`config.mk`:
```
export PLATFORM = sky130hd
export DESIGN_NAME = ntt_gs_sched_flat
export DESIGN_NICKNAME = d
export VERILOG_FILES = /design/src/rtl/ntt_gs_sched_if.sv /design/src/rtl/ntt_gs_sched.sv /design/src/flat_wrapper.sv
export SDC_FILE = /design/constraint.sdc
export NUM_CORES = 1
export LEC_CHECK = 0
export ABC_AREA = 1
export CAP_MARGIN = 10
export CELL_PAD_IN_SITES_DETAIL_PLACEMENT = 1
export CELL_PAD_IN_SITES_GLOBAL_PLACEMENT = 2
export CORE_MARGIN = 3
export CORE_UTILIZATION = 30
export DETAILED_ROUTE_END_ITERATION = 16
export PLACE_DENSITY_LB_ADDON = 0.1
export SYNTH_ARGS = -nofsm -noshare
export SYNTH_HDL_FRONTEND = slang
export SYNTH_SLANG_ARGS = --single-unit
```
`constraint.sdc`:
```
create_clock -name clk -period 5.3 [get_ports clk]
set_input_delay 0.795 -clock clk [delete_from_list [all_inputs] [get_ports clk]]
set_output_delay 0.795 -clock clk [all_outputs]
set_load 0.01 [all_outputs]
```
`src/rtl/ntt_gs_sched_if.sv`:
```
// Issue/write-back bus between the GS NTT scheduler and the coefficient RAM, twiddle ROM and PE.
// The stall input exists only when NTT_SCHED_STALL_EN is defined.
interface ntt_gs_sched_if #(
  parameter int unsigned LOG_N = 4
);
  localparam int unsigned SW = $clog2(LOG_N + 1);

  logic             start;
`ifdef NTT_SCHED_STALL_EN
  logic             stall;
`endif
  logic             busy;
  logic             done;
  logic             rd_en;
  logic [LOG_N-1:0] rd_addr_top;
  logic [LOG_N-1:0] rd_addr_bot;
  logic [LOG_N-1:0] tw_addr;
  logic             pe_start;
  logic             wr_en;
  logic [LOG_N-1:0] wr_addr_top;
  logic [LOG_N-1:0] wr_addr_bot;
  logic [SW-1:0]    stage_o;

  modport master (
    output busy, done, rd_en, rd_addr_top, rd_addr_bot, tw_addr,
           pe_start, wr_en, wr_addr_top, wr_addr_bot, stage_o,
    input  start
`ifdef NTT_SCHED_STALL_EN
    , input stall
`endif
  );

  modport slave (
    input  busy, done, rd_en, rd_addr_top, rd_addr_bot, tw_addr,
           pe_start, wr_en, wr_addr_top, wr_addr_bot, stage_o,
    output start
`ifdef NTT_SCHED_STALL_EN
    , output stall
`endif
  );
endinterface

```
`src/rtl/ntt_gs_sched.sv`:
```
// Gentleman-Sande inverse NTT address sequencer: one butterfly issue per cycle, delayed write-back, inter-stage drain.
// Optional issue stall enabled by defining NTT_SCHED_STALL_EN.
module ntt_gs_sched #(
  parameter int unsigned LOG_N  = 4,
  parameter int unsigned PE_LAT = 4
) (
  input logic             clk,
  input logic             reset,
  ntt_gs_sched_if.master  bus
);
  localparam int unsigned AW     = LOG_N;
  localparam int unsigned SW     = $clog2(LOG_N + 1);
  localparam int unsigned N_HALF = 1 << (LOG_N - 1);
  localparam int unsigned D      = 1 + PE_LAT;
  localparam int unsigned DW     = $clog2(D + 1);

  localparam logic [AW-1:0] K_LAST    = AW'(N_HALF - 1);
  localparam logic [SW-1:0] S_LAST    = SW'(LOG_N - 1);
  localparam logic [DW-1:0] DRAIN_LEN = DW'(D);

  typedef enum logic [1:0] {IDLE, RUN, DRAIN, DONE} state_t;

  typedef struct packed {
    logic [AW-1:0] top;
    logic [AW-1:0] bot;
    logic [AW-1:0] tw;
  } addr_t;

  typedef struct packed {
    logic          en;
    logic [AW-1:0] top;
    logic [AW-1:0] bot;
  } wb_t;

  state_t        state_q, state_d;
  logic [SW-1:0] s_q, s_d;
  logic [AW-1:0] k_q, k_d;
  logic [DW-1:0] drain_q, drain_d;
  logic          rd_q;
  addr_t         addr_q;
  logic          busy_q;
  logic          done_q;
  wb_t           pipe_q [D];
  logic          stall_c;
  logic          rd_en_c;
  logic          issue_c;

  // Butterfly k of stage s: pair spacing t = 2^s, group g shares one twiddle.
  function automatic addr_t calc_addr(input logic [SW-1:0] s, input logic [AW-1:0] k);
    logic [AW-1:0] t;
    logic [AW-1:0] g;
    logic [AW-1:0] j;
    addr_t         a;
    t     = AW'(1) << s;
    g     = k >> s;
    j     = k & (t - AW'(1));
    a.top = (g << (s + SW'(1))) | j;
    a.bot = a.top + t;
    a.tw  = AW'(N_HALF >> s) + g;
    return a;
  endfunction

`ifdef NTT_SCHED_STALL_EN
  assign stall_c = bus.stall;
`else
  assign stall_c = 1'b0;
`endif

  assign rd_en_c = rd_q & ~stall_c;
  assign issue_c = (state_q == RUN) && !stall_c;

  // Next-state logic: stage/butterfly counters and drain countdown.
  always_comb begin
    state_d = state_q;
    s_d     = s_q;
    k_d     = k_q;
    drain_d = drain_q;
    unique case (state_q)
      IDLE: begin
        s_d = '0;
        k_d = '0;
        if (bus.start) state_d = RUN;
      end
      RUN: begin
        if (issue_c) begin
          if (k_q == K_LAST) begin
            state_d = DRAIN;
            drain_d = DRAIN_LEN;
          end else begin
            k_d = k_q + AW'(1);
          end
        end
      end
      DRAIN: begin
        drain_d = drain_q - DW'(1);
        if (drain_q == DW'(1)) begin
          if (s_q < S_LAST) begin
            s_d     = s_q + SW'(1);
            k_d     = '0;
            state_d = RUN;
          end else begin
            state_d = DONE;
          end
        end
      end
      DONE: begin
        state_d = IDLE;
        s_d     = '0;
        k_d     = '0;
      end
      default: state_d = IDLE;
    endcase
  end

  // State and issue-side output registers, loaded from next-state values.
  always_ff @(posedge clk) begin
    if (reset) begin
      state_q <= IDLE;
      s_q     <= '0;
      k_q     <= '0;
      drain_q <= '0;
      rd_q    <= 1'b0;
      addr_q  <= '0;
      busy_q  <= 1'b0;
      done_q  <= 1'b0;
    end else begin
      state_q <= state_d;
      s_q     <= s_d;
      k_q     <= k_d;
      drain_q <= drain_d;
      rd_q    <= (state_d == RUN);
      addr_q  <= (state_d == RUN) ? calc_addr(s_d, k_d) : '0;
      busy_q  <= (state_d == RUN) || (state_d == DRAIN);
      done_q  <= (state_d == DONE);
    end
  end

  // Write-back alignment: issued tuple retires 1+PE_LAT cycles later.
  always_ff @(posedge clk) begin
    if (reset) begin
      for (int i = 0; i < int'(D); i++) pipe_q[i] <= '0;
    end else begin
      pipe_q[0] <= '{en: rd_en_c, top: addr_q.top, bot: addr_q.bot};
      for (int i = 1; i < int'(D); i++) pipe_q[i] <= pipe_q[i-1];
    end
  end

  assign bus.busy        = busy_q;
  assign bus.done        = done_q;
  assign bus.rd_en       = rd_en_c;
  assign bus.rd_addr_top = addr_q.top;
  assign bus.rd_addr_bot = addr_q.bot;
  assign bus.tw_addr     = addr_q.tw;
  assign bus.stage_o     = s_q;
  assign bus.pe_start    = pipe_q[0].en;
  assign bus.wr_en       = pipe_q[D-1].en;
  assign bus.wr_addr_top = pipe_q[D-1].top;
  assign bus.wr_addr_bot = pipe_q[D-1].bot;

endmodule

```
`src/flat_wrapper.sv`:
```
// flat-port wrapper written by rule: the top's interface ports become plain ports
module ntt_gs_sched_flat 
#(
  parameter int unsigned LOG_N  = 4,
  parameter int unsigned PE_LAT = 4
)
  (clk, reset, bus_busy, bus_done, bus_rd_en, bus_rd_addr_top, bus_rd_addr_bot, bus_tw_addr, bus_pe_start, bus_wr_en, bus_wr_addr_top, bus_wr_addr_bot, bus_stage_o, bus_start);
  ntt_gs_sched_if #(.LOG_N(LOG_N)) bus_i ();
  input logic clk;
  input logic reset;
  output wire logic [$bits(bus_i.busy)-1:0] bus_busy;
  output wire logic [$bits(bus_i.done)-1:0] bus_done;
  output wire logic [$bits(bus_i.rd_en)-1:0] bus_rd_en;
  output wire logic [$bits(bus_i.rd_addr_top)-1:0] bus_rd_addr_top;
  output wire logic [$bits(bus_i.rd_addr_bot)-1:0] bus_rd_addr_bot;
  output wire logic [$bits(bus_i.tw_addr)-1:0] bus_tw_addr;
  output wire logic [$bits(bus_i.pe_start)-1:0] bus_pe_start;
  output wire logic [$bits(bus_i.wr_en)-1:0] bus_wr_en;
  output wire logic [$bits(bus_i.wr_addr_top)-1:0] bus_wr_addr_top;
  output wire logic [$bits(bus_i.wr_addr_bot)-1:0] bus_wr_addr_bot;
  output wire logic [$bits(bus_i.stage_o)-1:0] bus_stage_o;
  input wire logic [$bits(bus_i.start)-1:0] bus_start;
  assign bus_busy = bus_i.busy;
  assign bus_done = bus_i.done;
  assign bus_rd_en = bus_i.rd_en;
  assign bus_rd_addr_top = bus_i.rd_addr_top;
  assign bus_rd_addr_bot = bus_i.rd_addr_bot;
  assign bus_tw_addr = bus_i.tw_addr;
  assign bus_pe_start = bus_i.pe_start;
  assign bus_wr_en = bus_i.wr_en;
  assign bus_wr_addr_top = bus_i.wr_addr_top;
  assign bus_wr_addr_bot = bus_i.wr_addr_bot;
  assign bus_stage_o = bus_i.stage_o;
  assign bus_i.start = bus_start;
  ntt_gs_sched #(.LOG_N(LOG_N), .PE_LAT(PE_LAT)) u_core (.clk(clk), .reset(reset), .bus(bus_i));
endmodule
```
==> metrics.txt, run 1 <==
# TYPE chip_impl_metric gauge
chip_impl_info{name="run_status",value="complete, no violations"} 1
chip_impl_metric{name="number_of_flip_flops_and_latches_in_the_synthesized_netlist",unit=""} 72
chip_impl_metric{name="report.final.slew_viol_count",unit=""} 0
chip_impl_metric{name="grt_max_degree",unit=""} 58
chip_impl_info{name="hold_path.class",value="reg2reg"} 1
chip_impl_metric{name="final_layout_size_suffix_gt1_frac",unit=""} 0.118
chip_impl_metric{name="track_usage",unit=""} 0.124
chip_impl_metric{name="drc",unit=""} 0
chip_impl_metric{name="floorplan.die_area",unit="sq mm"} 0.0112
chip_impl_metric{name="clk_transition_reported_paths",unit="ns"} 0.09
chip_impl_metric{name="grt_pass1_wl",unit="mm"} 11.0
chip_impl_metric{name="finalSetupTns",unit="ns"} 0
chip_impl_info{name="end_kind",value="flip-flop"} 1
chip_impl_metric{name="multi_input_comb_area",unit="sq mm"} 0.00121
chip_impl_metric{name="final_hold_viol_count",unit=""} 0
chip_impl_metric{name="core",unit="sq mm"} 0.00946
chip_impl_metric{name="setup_viol_count_final",unit=""} 0
chip_impl_metric{name="cts-hold-fix-buffers",unit=""} 0
chip_impl_metric{name="power_density",unit="mW/mm^2"} 290
chip_impl_metric{name="routed_via_density",unit=""} 4.10
chip_impl_metric{name="critPathMaxFanout",unit=""} 5
chip_impl_info{name="cp-start-kind",value="flip-flop"} 1
chip_impl_metric{name="synthToLayoutAreaGrowth",unit="%"} 21.6
chip_impl_metric{name="syn-cell-area",unit="sq mm"} 0.00300
chip_impl_metric{name="top_level_ports",unit=""} 31
chip_impl_metric{name="arrival",unit="ns"} 3.67
chip_impl_metric{name="gp_congestion",unit=""} 0.795
chip_impl_metric{name="insertedDiodeCount",unit=""} 0
chip_impl_metric{name="num_rows",unit=""} 35
chip_impl_metric{name="ys_seq_area_frac",unit=""} 0.481
chip_impl_metric{name="ys_warn_count",unit=""} 0
chip_impl_metric{name="synthesis.instances",unit=""} 376
chip_impl_metric{name="seq_area",unit="sq mm"} 0.00144
chip_impl_metric{name="clock_tree.buffer_depth",unit=""} 2
chip_impl_metric{name="power_total",unit="mW"} 1.06
chip_impl_metric{name="fin_skew",unit="ns"} 0.00945
chip_impl_metric{name="drt_first_iter_violations",unit=""} 53
chip_impl_metric{name="number_of_global_route_vias_before_repair",unit=""} 2290
chip_impl_metric{name="slew_headroom",unit=""} 0.610
chip_impl_metric{name="mappedNetlistNets",unit=""} 399
chip_impl_metric{name="post_synth_num_cell_types",unit=""} 31
chip_impl_metric{name="gr-total-overflow",unit=""} 0
chip_impl_metric{name="cts.repair.resized",unit=""} 0
chip_impl_metric{name="final_period_minus_worst_setup_slack",unit="ns"} 3.46
chip_impl_metric{name="floorplan.die.height",unit="um"} 106
chip_impl_info{name="worstSetupPathType",value="reg2reg"} 1
chip_impl_metric{name="via_count",unit=""} 2233
chip_impl_metric{name="timing.fmax",unit="GHz"} 0.289
chip_impl_metric{name="hpwl_reported_at_the_end_of_detailed_placement",unit="mm"} 4.73
chip_impl_metric{name="initial_antenna_violation_count",unit=""} 0
chip_impl_metric{name="worstMarginPinSlew",unit="ns"} 0.585
chip_impl_metric{name="layout.filler_cells",unit=""} 1182
chip_impl_info{name="cts.root.buffer_cell",value="sky130_fd_sc_hd__clkbuf_8"} 1
chip_impl_metric{name="clk_latency",unit="ns"} 0.33
chip_impl_metric{name="final_net_count",unit=""} 434
chip_impl_metric{name="stdcell_area",unit="sq mm"} 0.00364
chip_impl_metric{name="leakagePower",unit="nW"} 1.58
chip_impl_metric{name="detail_route.wl_per_cell",unit="um"} 11.6
chip_impl_metric{name="fin_crit_sh",unit=""} 0.653
chip_impl_info{name="cts_tree",value="yes"} 1
chip_impl_info{name="unrepaired_setup_endpoints_after_global_routing",value="no"} 1
chip_impl_metric{name="cts_post_setup_buffers_inserted",unit=""} 0
chip_impl_metric{name="detail_route.first_pass.iterations",unit=""} 4
chip_impl_metric{name="cts_num_sinks",unit=""} 72
chip_impl_metric{name="ctsHtreeMaxLevel",unit=""} 3
chip_impl_metric{name="cts-buffers-inserted",unit=""} 9
chip_impl_metric{name="placement.cell_area",unit="sq mm"} 0.00343
chip_impl_metric{name="postSynthAreaPerCell",unit="sq um"} 7.97
chip_impl_metric{name="drtAntennaViolNets",unit=""} 0
chip_impl_metric{name="starting_density",unit=""} 0.317
chip_impl_metric{name="cap_violations",unit=""} 0
chip_impl_metric{name="critical_path_required",unit="ns"} 5.51
chip_impl_metric{name="routed_wirelength",unit="mm"} 6.34
chip_impl_metric{name="port-buffer-count",unit=""} 30
chip_impl_metric{name="floorplan.die.width",unit="um"} 106
chip_impl_metric{name="ir_drop",unit="uV"} 166
## cell type report
type	count	share of cell area
tap	129	0.0443
sequential	72	0.396
clock inverter	7	0.0234
clock buffer	9	0.0340
multi-input combinational	212	0.332
inverter	85	0.0876
timing repair buffer	31	0.0831
## metrics by stage
step / util / hold slack, ns / cells / setup WS [ns]
floorplan: - / 0.388 / 376 / 2.24
global placement: 0.363 / 0.389 / 529 / 1.96
detailed placement: 0.363 / 0.395 / 529 / 1.81
CTS: 0.385 / 0.405 / 545 / 1.78
global route: 0.385 / 0.417 / 545 / 1.38
finish: 0.385 / 0.398 / 545 / 1.84
## critical path, stage by stage (launching register included)
cell,delay (ns)
sky130_fd_sc_hd__dfxtp_1,0.38
sky130_fd_sc_hd__ha_1,0.16
sky130_fd_sc_hd__inv_1,0.07
sky130_fd_sc_hd__nor2_4,0.15
sky130_fd_sc_hd__nand3_1,0.13
sky130_fd_sc_hd__nand2_1,0.14
sky130_fd_sc_hd__nand2_1,0.09
sky130_fd_sc_hd__a21oi_2,0.24
sky130_fd_sc_hd__ha_1,0.21
sky130_fd_sc_hd__nand2_1,0.13
sky130_fd_sc_hd__ha_1,0.24
sky130_fd_sc_hd__or2_2,0.30
sky130_fd_sc_hd__nand3_1,0.09
sky130_fd_sc_hd__nand2_1,0.07
sky130_fd_sc_hd__ha_1,0.31
sky130_fd_sc_hd__a21oi_1,0.15
sky130_fd_sc_hd__nand2_1,0.07
sky130_fd_sc_hd__xor2_1,0.18
sky130_fd_sc_hd__nand3_1,0.10
sky130_fd_sc_hd__nand2_1,0.07
sky130_fd_sc_hd__nor2_1,0.04
## final timing paths
path                                        from                                    to  slack (ns)  cells past startpoint
setup / recovery  u_core.drain_q[0]$_SDFFE_PP0P_  u_core.bus.rd_addr_bot[3]$_SDFF_PP0_        1.84                     20
setup reg to reg  u_core.drain_q[0]$_SDFFE_PP0P_  u_core.bus.rd_addr_bot[3]$_SDFF_PP0_        1.84                     20
hold reg to reg   u_core.pipe_q[1][5]$_SDFF_PP0_        u_core.pipe_q[2][5]$_SDFF_PP0_        0.40                      2
hold / removal    u_core.pipe_q[1][5]$_SDFF_PP0_        u_core.pipe_q[2][5]$_SDFF_PP0_        0.40                      2
## flip-flops by register name (all words and copies together) (netlist names)
name	cells
u_core.bus.busy	1
u_core.bus.done	1
u_core.bus.rd_addr_bot	4
u_core.bus.rd_addr_top	4
u_core.bus.rd_en	1
u_core.bus.stage_o	3
u_core.bus.tw_addr	4
u_core.drain_q	3
u_core.k_q	4
u_core.pipe_q	45
u_core.state_q	2
## cells in the final DEF (no fill, tap or decap), drive strengths merged, types with 2 or more instances in the layout
master         instances
inv                   89
dfxtp                 72
nor2                  72
nand2                 59
clkdlybuf4s50         29
nand3                 23
ha                    18
a21oi                 14
o21ai                 10
clkbuf                 9
o211ai                 2
or2                    2
and2                   2
xor2                   2
fa                     2
clkinvlp               2
nand4                  2
buf                    2
## cells by family (layout without fill, tap and decap cells)
| group | after synthesis | after routing | synth area share |
|---|---|---|---|
| buffers and inverters | 92 | 132 | 0.115 |
| DFF | 72 | 72 | 0.481 |
| AOI/OAI and AO/OA | 29 | 29 | 0.0606 |
| and+or+nand+nor | 161 | 161 | 0.249 |
| xor gates and xnor gates | 2 | 2 | 0.00585 |
| adders and majority gates | 20 | 20 | 0.0886 |
## cells in the mapped netlist
master	n	area, sq um
sky130_fd_sc_hd__a21oi_1	12	60.1
sky130_fd_sc_hd__nand3_1	22	110
sky130_fd_sc_hd__o211ai_1	2	15.0
sky130_fd_sc_hd__inv_1	79	297
sky130_fd_sc_hd__nand2_2	7	43.8
sky130_fd_sc_hd__a21oi_2	2	17.5
sky130_fd_sc_hd__nor2_2	2	12.5
sky130_fd_sc_hd__clkbuf_1	5	18.8
sky130_fd_sc_hd__o21ai_4	1	16.3
sky130_fd_sc_hd__nand2_1	50	188
sky130_fd_sc_hd__fa_1	2	40.0
sky130_fd_sc_hd__o21ai_0	7	35.0
sky130_fd_sc_hd__nand3_2	1	10.0
sky130_fd_sc_hd__ha_1	18	225
sky130_fd_sc_hd__o21ai_2	2	17.5
sky130_fd_sc_hd__nand4_1	1	6.26
sky130_fd_sc_hd__xor2_1	2	17.5
sky130_fd_sc_hd__a21boi_0	1	7.51
sky130_fd_sc_hd__inv_2	6	22.5
sky130_fd_sc_hd__dfxtp_1	72	1440
sky130_fd_sc_hd__a31oi_1	1	6.26
sky130_fd_sc_hd__nor2_1	65	244
sky130_fd_sc_hd__and2_1	2	12.5
sky130_fd_sc_hd__or2_2	2	12.5
sky130_fd_sc_hd__nor3_1	1	5.00
sky130_fd_sc_hd__nor2_8	1	20.0
sky130_fd_sc_hd__nor2_4	4	45.0
sky130_fd_sc_hd__nand4_2	1	12.5
sky130_fd_sc_hd__o22ai_1	1	6.26
sky130_fd_sc_hd__buf_1	2	7.51
sky130_fd_sc_hd__nand2_4	2	22.5
## power by group
part	switching [mW]	total (mW)	internal (mW)
registers	0.00452	0.553	0.549
logic	0.0317	0.0499	0.0183
clock network	0.225	0.452	0.227
## layer usage
layer | wire, um | GRT usage
met4 | 78 | 0.0416
met1 | 3170 | 0.159
met2 | 2930 | 0.207
met3 | 164 | 0.0285
met5 | 0 | 0
No activity file was read; power rests on OpenSTA's default activity.
==> run 2: changes to the inputs <==
Clock period 5.3 ns to 3.4 ns, I/O delays scaled along.
==> run 2 against run 1 <==
Net effect: first-iteration DRC count shrank 13%; fmax grew 8.6%; flip-flop and latch count is the same; hold slack lost 0.0042 ns; utilization grew 1.2 points; clock power grew 59%.
==> metrics.txt, run 2 (synthesized netlist as in run 1, its figures left out) <==
# TYPE chip_impl_metric gauge
chip_impl_info{name="run_status",value="complete, no violations"} 1
chip_impl_metric{name="gp_congestion",unit=""} 0.776
chip_impl_info{name="worstSetupPathType",value="reg2reg"} 1
chip_impl_metric{name="final_hold_viol_count",unit=""} 0
chip_impl_metric{name="power.clock.fraction",unit=""} 0.433
chip_impl_metric{name="detail_route.wl_per_cell",unit="um"} 11.4
chip_impl_metric{name="gr-usage-met3",unit=""} 0.0285
chip_impl_metric{name="clk_transition_reported_paths",unit="ns"} 0.09
chip_impl_metric{name="grt_pass1_wl",unit="mm"} 10.9
chip_impl_metric{name="track_usage",unit=""} 0.121
chip_impl_metric{name="timing.fmax",unit="GHz"} 0.314
chip_impl_metric{name="critical_path_required",unit="ns"} 3.62
chip_impl_metric{name="top_level_ports",unit=""} 31
chip_impl_metric{name="detail_route.first_pass.iterations",unit=""} 4
chip_impl_metric{name="power_density",unit="mW/mm^2"} 442
chip_impl_metric{name="insertedDiodeCount",unit=""} 0
chip_impl_metric{name="grt.met1_usage",unit=""} 0.153
chip_impl_metric{name="p_switching",unit="mW"} 0.419
chip_impl_info{name="cts_tree",value="yes"} 1
chip_impl_info{name="cp-start-kind",value="flip-flop"} 1
chip_impl_metric{name="ir_drop",unit="uV"} 189
chip_impl_info{name="layout.cells.most_common_list",value="79 x sky130_fd_sc_hd__inv_1, 71 x sky130_fd_sc_hd__dfxtp_1, 63 x sky130_fd_sc_hd__nor2_1, 48 x sky130_fd_sc_hd__nand2_1, 29 x sky130_fd_sc_hd__clkdlybuf4s50_1"} 1
chip_impl_metric{name="floorplan.die.width",unit="um"} 106
chip_impl_metric{name="hpwl_reported_at_the_end_of_detailed_placement",unit="mm"} 4.63
chip_impl_metric{name="cts-hold-fix-buffers",unit=""} 0
chip_impl_metric{name="internal-power",unit="mW"} 1.24
chip_impl_metric{name="drtAntennaViolNets",unit=""} 0
chip_impl_metric{name="number_of_global_route_vias_before_repair",unit=""} 2306
chip_impl_metric{name="fin_skew",unit="ns"} 0.0166
chip_impl_metric{name="dpl.cell_count",unit=""} 533
chip_impl_metric{name="floorplan.die_area",unit="sq mm"} 0.0112
chip_impl_metric{name="clock_tree.buffer_depth",unit=""} 2
chip_impl_metric{name="slew_headroom",unit=""} 0.621
chip_impl_metric{name="power.share.sequential",unit=""} 0.519
chip_impl_metric{name="starting_density",unit=""} 0.317
chip_impl_metric{name="final_standard_cell_utilization_of_the_core",unit=""} 0.397
chip_impl_metric{name="initial_antenna_violation_count",unit=""} 0
chip_impl_metric{name="floorplan.die.height",unit="um"} 106
chip_impl_metric{name="final_layout_size_suffix_gt1_frac",unit=""} 0.156
chip_impl_metric{name="postLayoutSetupSlackWorst",unit="ns"} 0.212
chip_impl_metric{name="ctsHtreeMaxLevel",unit=""} 3
chip_impl_metric{name="layout.filler_cells",unit=""} 1161
chip_impl_info{name="mostFrequentLayoutCell",value="sky130_fd_sc_hd__inv_1"} 1
chip_impl_metric{name="dpl_worst_slack",unit="ns"} 0.0706
chip_impl_metric{name="drt_first_iter_violations",unit=""} 46
chip_impl_metric{name="groute.layer.met2.usage",unit=""} 0.196
chip_impl_info{name="end_kind",value="flip-flop"} 1
chip_impl_metric{name="via_count",unit=""} 2299
chip_impl_metric{name="cts-buffers-inserted",unit=""} 9
chip_impl_metric{name="final_period_minus_worst_setup_slack",unit="ns"} 3.19
chip_impl_metric{name="seq_area",unit="sq mm"} 0.00144
chip_impl_metric{name="gr-total-overflow",unit=""} 0
chip_impl_metric{name="grt_max_degree",unit=""} 57
chip_impl_metric{name="p_sw_frac",unit=""} 0.252
chip_impl_metric{name="max_ffs_per_register",unit=""} 45
chip_impl_metric{name="routed_wirelength",unit="mm"} 6.30
chip_impl_metric{name="setup_viol_count_final",unit=""} 0
chip_impl_info{name="cts.root.buffer_cell",value="sky130_fd_sc_hd__clkbuf_8"} 1
chip_impl_info{name="largest-register",value="u_core.pipe_q"} 1
chip_impl_metric{name="clk_latency",unit="ns"} 0.35
chip_impl_metric{name="final_net_count",unit=""} 441
chip_impl_metric{name="drc",unit=""} 0
chip_impl_info{name="gr-max-usage-layer",value="met2"} 1
chip_impl_metric{name="multi_input_comb_area",unit="sq mm"} 0.00127
chip_impl_metric{name="num_rows",unit=""} 35
chip_impl_metric{name="leakagePower",unit="nW"} 1.61
chip_impl_metric{name="core",unit="sq mm"} 0.00946
chip_impl_metric{name="cts_num_sinks",unit=""} 72
chip_impl_info{name="hold_path.class",value="reg2reg"} 1
chip_impl_metric{name="port-buffer-count",unit=""} 30
chip_impl_metric{name="routed_via_density",unit=""} 4.16
chip_impl_metric{name="report.final.slew_viol_count",unit=""} 0
chip_impl_metric{name="critPathMaxFanout",unit=""} 4
chip_impl_metric{name="worstMarginPinSlew",unit="ns"} 0.569
chip_impl_metric{name="layoutNonFillerInstCount",unit=""} 552
chip_impl_metric{name="synthToLayoutAreaGrowth",unit="%"} 25.4
chip_impl_metric{name="fin_crit_sh",unit=""} 0.938
chip_impl_metric{name="power_frac_comb",unit=""} 0.047
chip_impl_metric{name="arrival",unit="ns"} 3.41
chip_impl_info{name="unrepaired_setup_endpoints_after_global_routing",value="yes"} 1
chip_impl_metric{name="cap_violations",unit=""} 0
-- run 2: cell types whose count changed in the layout (fill, tap and decap cells not counted), moves of 2 or more --
cell                      before  now
sky130_fd_sc_hd__nor2_1       65   63
sky130_fd_sc_hd__buf_4         1    8
sky130_fd_sc_hd__ha_4          0    2
sky130_fd_sc_hd__nand2_2       7    9
sky130_fd_sc_hd__nor2_2        2    4
sky130_fd_sc_hd__ha_1         18   15
sky130_fd_sc_hd__nand2_1      50   48
-- run 2: worst paths after layout --
kind | start | end | slack, ns | cells past startpoint
min reg2reg | u_core.pipe_q[1][5]$_SDFF_PP0_ | u_core.pipe_q[2][5]$_SDFF_PP0_ | 0.39 | 2
max | u_core.drain_q[1]$_SDFFE_PP0P_ | u_core.bus.rd_addr_bot[3]$_SDFF_PP0_ | 0.21 | 21
min | u_core.pipe_q[1][5]$_SDFF_PP0_ | u_core.pipe_q[2][5]$_SDFF_PP0_ | 0.39 | 2
max reg2reg | u_core.drain_q[1]$_SDFFE_PP0P_ | u_core.bus.rd_addr_bot[3]$_SDFF_PP0_ | 0.21 | 21
-- run 2: critical path, stage by stage, from the launching register on --
cell and delay [ns]:
sky130_fd_sc_hd__dfxtp_1 0.30, sky130_fd_sc_hd__inv_1 0.09, sky130_fd_sc_hd__ha_1 0.16, sky130_fd_sc_hd__inv_1 0.07, sky130_fd_sc_hd__nor2_4 0.16, sky130_fd_sc_hd__nand3_2 0.11
sky130_fd_sc_hd__nand2_2 0.11, sky130_fd_sc_hd__nand2_2 0.08, sky130_fd_sc_hd__a21oi_4 0.21, sky130_fd_sc_hd__ha_1 0.17, sky130_fd_sc_hd__nand2_1 0.08, sky130_fd_sc_hd__ha_2 0.21
sky130_fd_sc_hd__or2_2 0.29, sky130_fd_sc_hd__nand3_1 0.09, sky130_fd_sc_hd__nand2_1 0.10, sky130_fd_sc_hd__ha_4 0.23, sky130_fd_sc_hd__a21oi_1 0.13, sky130_fd_sc_hd__nand2_1 0.10
sky130_fd_sc_hd__xor2_2 0.18, sky130_fd_sc_hd__nand3_1 0.09, sky130_fd_sc_hd__nand2_1 0.07, sky130_fd_sc_hd__nor2_1 0.03
-- run 2: layout make-up --
cell class,instances,share of cell area
clock buffers,9,0.0330
repair buffers,38,0.0946
clock inverters,7,0.0233
well taps,129,0.0430
flip-flops and latches,72,0.384
multi-input cells,212,0.337
inverters,85,0.0849
-- run 2: per-stage QoR --
stage | area, sq um | power [mW] | hold slack, ns | setup TNS (ns)
detailed placement | 3460 | 0.962 | 0.395 | 0
CTS | 3670 | 1.69 | 0.399 | 0
finish | 3760 | 1.66 | 0.394 | 0
floorplan | 3000 | 0.930 | 0.388 | 0
global placement | 3460 | 0.962 | 0.389 | 0
global route | 3760 | 1.74 | 0.411 | -0.0746
-- run 2: power groups by stage --
stage	sequential, mW	combinational [mW]	clock [mW]
floorplan	0.885	0.0448	0
global placement	0.882	0.0793	0
detailed placement	0.883	0.0789	0
CTS	0.863	0.0797	0.750
global route	0.864	0.0896	0.785
finish	0.862	0.0787	0.719
-- run 2: repair_timing --
action                     4_1_cts  5_1_grt
gates resized for setup          0       12
buffers inserted                 0        3
setup endpoints to repair        0        3
-- run 2: layer usage --
metal | share of wire | vias to the layer above
met5 | 0 | -
met4 | 0.019 | 0
met3 | 0.031 | 12
met2 | 0.45 | 28
met1 | 0.50 | 1053
li1 | - | 1206
